## config.mk

```make
export PLATFORM = sky130hd
export DESIGN_NAME = figo_route_fsm
export DESIGN_NICKNAME = d
export VERILOG_FILES = /design/src/rtl/figo_route_fsm.sv
export SDC_FILE = /design/constraint.sdc
export NUM_CORES = 1
export LEC_CHECK = 0
export CORE_MARGIN = 5
export CORE_UTILIZATION = 47
export DETAILED_ROUTE_END_ITERATION = 8
export PLACE_DENSITY = 0.74
export SLEW_MARGIN = 25
export SYNTH_ARGS = -nofsm -noshare
export SYNTH_HDL_FRONTEND = slang
export SYNTH_SLANG_ARGS = --single-unit
```

## constraint.sdc

```tcl
create_clock -name i_clk -period 1.78 [get_ports i_clk]
set_input_delay 0.267 -clock i_clk [delete_from_list [all_inputs] [get_ports i_clk]]
set_output_delay 0.267 -clock i_clk [all_outputs]
set_load 0.005 [all_outputs]
```

## src/rtl/figo_route_fsm.sv

```systemverilog
// Route-walking FSM for a linear corridor of rooms: one plan bit per accepted move,
// with a move budget, a trap room and sticky terminal status flags.
module figo_route_fsm #(
    parameter int unsigned LOC_W     = 3,
    parameter int unsigned N_ROOMS   = 8,
    parameter int unsigned TRAP_ROOM = 2,
    parameter int unsigned MAX_MOVES = 12,
    parameter int unsigned CNT_W     = 4
) (
    input  logic             i_clk,
    input  logic             i_reset,
    input  logic             i_start,
    input  logic             i_plan_valid,
    input  logic             i_travel_plan,
    output logic             o_plan_ready,
    output logic [LOC_W-1:0] o_current_location,
    output logic [CNT_W-1:0] o_move_count,
    output logic             o_busy,
    output logic             o_arrived,
    output logic             o_trapped,
    output logic             o_lost,
    output logic             o_done_pulse
);

    typedef enum logic [2:0] {StIdle, StWalk, StArrived, StTrapped, StLost} state_e;

    localparam logic [LOC_W-1:0] GoalLoc = LOC_W'(N_ROOMS - 1);
    localparam logic [LOC_W-1:0] TrapLoc = LOC_W'(TRAP_ROOM);
    localparam logic [CNT_W-1:0] MaxCnt  = CNT_W'(MAX_MOVES);

    state_e           r_state;
    logic [LOC_W-1:0] r_loc;
    logic [CNT_W-1:0] r_cnt;
    logic             r_plan_ready;
    logic             r_busy;
    logic             r_arrived;
    logic             r_trapped;
    logic             r_lost;
    logic             r_done;

    logic [LOC_W-1:0] w_next_loc;
    logic [CNT_W-1:0] w_next_cnt;
    logic             w_hit_goal;
    logic             w_hit_trap;
    logic             w_hit_budget;
    logic             w_accept;

    // Outcome of the move on the plan inputs, assuming it gets accepted this edge.
    always_comb begin
        w_next_loc = r_loc;
        w_hit_goal = 1'b0;
        w_hit_trap = 1'b0;
        w_next_cnt = r_cnt + CNT_W'(1);
        if (i_travel_plan) begin
            w_next_loc = r_loc + LOC_W'(1);
            w_hit_goal = (w_next_loc == GoalLoc);
        end else if (r_loc == TrapLoc) begin
            w_hit_trap = 1'b1;
        end else if (r_loc != '0) begin
            w_next_loc = r_loc - LOC_W'(1);
        end
        w_hit_budget = (w_next_cnt == MaxCnt);
        w_accept     = i_plan_valid & r_plan_ready & (r_state == StWalk);
    end

    always_ff @(posedge i_clk) begin
        if (i_reset) begin
            r_state      <= StIdle;
            r_loc        <= '0;
            r_cnt        <= '0;
            r_plan_ready <= 1'b0;
            r_busy       <= 1'b0;
            r_arrived    <= 1'b0;
            r_trapped    <= 1'b0;
            r_lost       <= 1'b0;
            r_done       <= 1'b0;
        end else if (i_start) begin
            // A move presented alongside start is dropped.
            r_state      <= StWalk;
            r_loc        <= '0;
            r_cnt        <= '0;
            r_plan_ready <= 1'b1;
            r_busy       <= 1'b1;
            r_arrived    <= 1'b0;
            r_trapped    <= 1'b0;
            r_lost       <= 1'b0;
            r_done       <= 1'b0;
        end else begin
            r_done <= 1'b0;
            if (w_accept) begin
                r_loc <= w_next_loc;
                r_cnt <= w_next_cnt;
                if (w_hit_goal || w_hit_trap || w_hit_budget) begin
                    r_plan_ready <= 1'b0;
                    r_busy       <= 1'b0;
                    r_done       <= 1'b1;
                end
                if (w_hit_goal) begin
                    r_state   <= StArrived;
                    r_arrived <= 1'b1;
                end else if (w_hit_trap) begin
                    r_state   <= StTrapped;
                    r_trapped <= 1'b1;
                end else if (w_hit_budget) begin
                    r_state <= StLost;
                    r_lost  <= 1'b1;
                end
            end
        end
    end

    assign o_plan_ready       = r_plan_ready;
    assign o_current_location = r_loc;
    assign o_move_count       = r_cnt;
    assign o_busy             = r_busy;
    assign o_arrived          = r_arrived;
    assign o_trapped          = r_trapped;
    assign o_lost             = r_lost;
    assign o_done_pulse       = r_done;

endmodule
```

==> results.py <==
metrics = {
    "clock_tree": {
        "clock_latency_ns": 0.28,
        "root_buffer": "clkbuf_4",
        "numClockSinks": 15,
        "h-tree-depth": 1,
        "clkTransAtPathRegs_ns": 0.09,
        "cts_tree": "yes",
        "cts_buffer_depth": 2,
        "numCtsBuffers": 3,
    },
    "timing": {
        "setup_tns_ns": 0,
        "rsz0062_at_grt": "false",
        "fin_crit_ns": 1.64,
        "fin_skew_ns": 0.00231,
        "slew_violations": 0,
        "hold_viol": 0,
        "slew_headroom_pct": 77.9,
        "setup_viol": 0,
        "layout_worst_path_cycle_share_pct": 92.4,
        "fmax_mhz": 608,
        "tightest_slew_ns": 0.331,
    },
    "worst_hold_path": {
        "holdCritStartpoint": "o_trapped",
        "hp-class": "reg -> reg",
        "worstHoldEndpoint": "o_trapped",
        "holdPathStages": 2,
    },
    "synth": {
        "synth_seq_cells": 15,
        "synth_cell_types": 30,
        "synth_fp_nets": 88,
        "yosysWarnings": 0,
        "avgSynthCellArea_um2": 9.61,
        "netlist_area_um2": 749,
        "ys_seq_area_share_pct": 40.1,
        "syn_inst": 78,
    },
    "placed_design": {
        "hpwl_um": 1150,
        "place_area_um2": 920,
        "gp_congestion": 0.829,
        "port_buffers": 17,
    },
    "cells_and_area": {
        "final_nets": 108,
        "area_delta_synth_final_pct": 26.9,
        "final_layout_size_suffix_gt1_share_pct": 11.3,
        "n_antenna_cell": 0,
        "final_area_um2": 951,
    },
    "power_and_ir_drop": {
        "powerDensity_nw_per_um2": 622,
        "seqPwrFrac_pct": 58.4,
        "p_leak_nw": 0.364,
        "pwr-share-comb_pct": 8.4,
        "finalPower_uw": 592,
        "p_int_uw": 452,
        "switching_share_pct": 23.6,
        "ir_worst_vdd_uv": 429,
        "clkPwrFrac_pct": 33.3,
        "p_sw_uw": 140,
    },
    "critical_path": {
        "path_cells": "clkdlybuf4s50_1",
        "crit_fanout": 8,
        "timing.rr.end": "o_current_location[2]",
        "arrival_ns": 1.38,
        "start_kind": "register",
        "r2r-start": "o_current_location[0]",
        "crit_type": "reg -> out",
        "slowest_delay_ns": 0.57,
        "path_buf_inv": 1,
        "crit_family": "buffers and inverters",
        "critPathCaptureType": "primary output",
        "rr_worst_depth": 6,
        "slowest_stage": "clkdlybuf4s50_1",
        "cp.required_ns": 1.51,
        "ff2ff_setup_slack_ns": 0.14,
    },
    "global_routing": {
        "antenna_found_initial": 0,
        "track_usage_pct": 14.3,
        "grt_pass1_vias": 594,
        "grt-ovfl-total": 0,
        "grt_pass1_wl_um": 2770,
        "grt_max_degree": 12,
    },
    "drt": {
        "avgRoutedWirePerCell_um": 13.6,
        "num_vias": 599,
        "drc": 0,
        "wl_um": 1530,
        "drtIter0Drc": 6,
        "first_pass_iters": 3,
        "antenna_left": 0,
        "drt-vias-per-instance": 5.30,
    },
    "floorplan": {
        "die_w_um": 49.9,
        "core-area_um2": 1510,
        "row_count": 14,
        "die_h_um": 49.9,
        "io_pins": 18,
        "dieArea_um2": 2490,
        "start_util_pct": 49.8,
    },
    "job": {
        "maxCapViolations": 0,
    },
    "outcome": {
        "outcome": "completed",
    },
}
[power groups by stage]
stage                     Sequential (mW)  Combinational (mW)  Clock [mW]
after floorplan                     0.352              0.0264           0
after global placement              0.353              0.0485           0
after detailed placement            0.353              0.0491           0
after CTS                           0.345              0.0495       0.205
after global routing                0.346              0.0544       0.224
final                               0.345              0.0495       0.197
[state kept, by name (all words and copies together) (netlist names)]
| signal | cells |
|---|---|
| o_arrived | 1 |
| o_busy | 1 |
| o_current_location | 3 |
| o_done_pulse | 1 |
| o_lost | 1 |
| o_move_count | 4 |
| o_trapped | 1 |
| r_state | 3 |
[routing by layer]
layer,share of wire (%),wire length (µm),vias up,track usage (%)
li1,-,-,308,-
met1,44,673,275,16.3
met2,49,746,14,23.1
met3,6.5,100,2,7.23
met4,0.78,12,0,3.93
met5,0,0,-,0
[timing repair]
| action | CTS | global route |
|---|---|---|
| setup endpoints to repair | 0 | 1 |
| resized for setup | 0 | 1 |
| hold buffers | 0 | 0 |
| buffers inserted | 0 | 0 |
| hold endpoints to repair | 0 | 0 |
[Yosys cell counts]
library cell / n / share of area [%]
dfxtp_1: 15 / 40
nor2_1: 10 / 5.0
ha_1: 5 / 8.3
a21oi_1: 4 / 2.7
inv_1: 4 / 2.0
o21ai_0: 4 / 2.7
xor2_1: 4 / 4.7
nand2_1: 3 / 1.5
nand3_1: 3 / 2.0
a211oi_1: 2 / 2.0
a31oi_1: 2 / 1.7
buf_4: 2 / 2.0
o21a_1: 2 / 2.0
xnor2_1: 2 / 2.3
a21o_1: 1 / 1.0
a41oi_1: 1 / 1.2
and2_2: 1 / 1.0
and3_1: 1 / 0.84
and3b_1: 1 / 1.2
and4b_1: 1 / 1.3
and4bb_4: 1 / 2.2
dlymetal6s2s_1: 1 / 1.7
nand2b_1: 1 / 0.84
nor2b_1: 1 / 0.84
nor3b_2: 1 / 1.7
o21ai_2: 1 / 1.2
o311ai_4: 1 / 3.5
o31ai_1: 1 / 1.0
or2_2: 1 / 0.84
or3_1: 1 / 0.84
[stage by stage]
| step | setup WS (ns) | hold WS [ns] | instances | util, % |
|---|---|---|---|---|
| 2_1_floorplan | 0.280 | 0.336 | 78 | - |
| 3_3_place_gp | 0.111 | 0.442 | 109 | 61.0 |
| 3_5_place_dp | 0.0739 | 0.447 | 109 | 61.0 |
| 4_1_cts | 0.123 | 0.477 | 113 | 62.8 |
| 5_1_grt | 0.00349 | 0.506 | 113 | 63.1 |
| 6_report | 0.136 | 0.475 | 113 | 63.1 |
[cell usage in the layout, fill, tap and decap left out, types with 3 or more instances in the layout]
master           synthesis  routed
ha_1                     5       5
dfxtp_1                 15      15
clkbuf_4                 0       3
nand2_1                  3       3
a21oi_1                  4       4
o21ai_0                  4       4
clkdlybuf4s50_1          0      17
inv_1                    4       4
nor2_1                  10      10
nand3_1                  3       3
xor2_1                   4       4
[how the worst max path moves through the flow]
stage | end | from | slack [ns] | cells after the start
after detailed placement | o_current_location[2] | i_travel_plan | 0.07 | 5
after floorplan | o_current_location[2] | o_current_location[0] | 0.28 | 6
after CTS | o_busy | o_busy | 0.12 | 1
final | o_current_location[2] | o_current_location[2] | 0.14 | 1
after global placement | o_current_location[2] | i_plan_valid | 0.11 | 5
after global routing | r_state[1] | o_current_location[0] | 0.003 | 6
[cell type report]
cell class                 instances  area [µm²]
inverter                           4        15.0
timing repair buffer              18         178
clock buffer                       4        26.3
multi-input combinational         56         412
sequential                        15         300
tap                               16        20.0
fill                             130         556
[kinds of logic after synthesis]
group	count (synthesis)	synth area share, %
AO/OA/AOI/OAI	19	18.9
XOR/XNOR	6	7.01
adder cells (fa/ha/maj)	5	8.35
buffers and inverters	7	5.67
flip-flops	15	40.1
AND/OR/NAND/NOR	26	20.0
(Power assumes the default switching activity.)
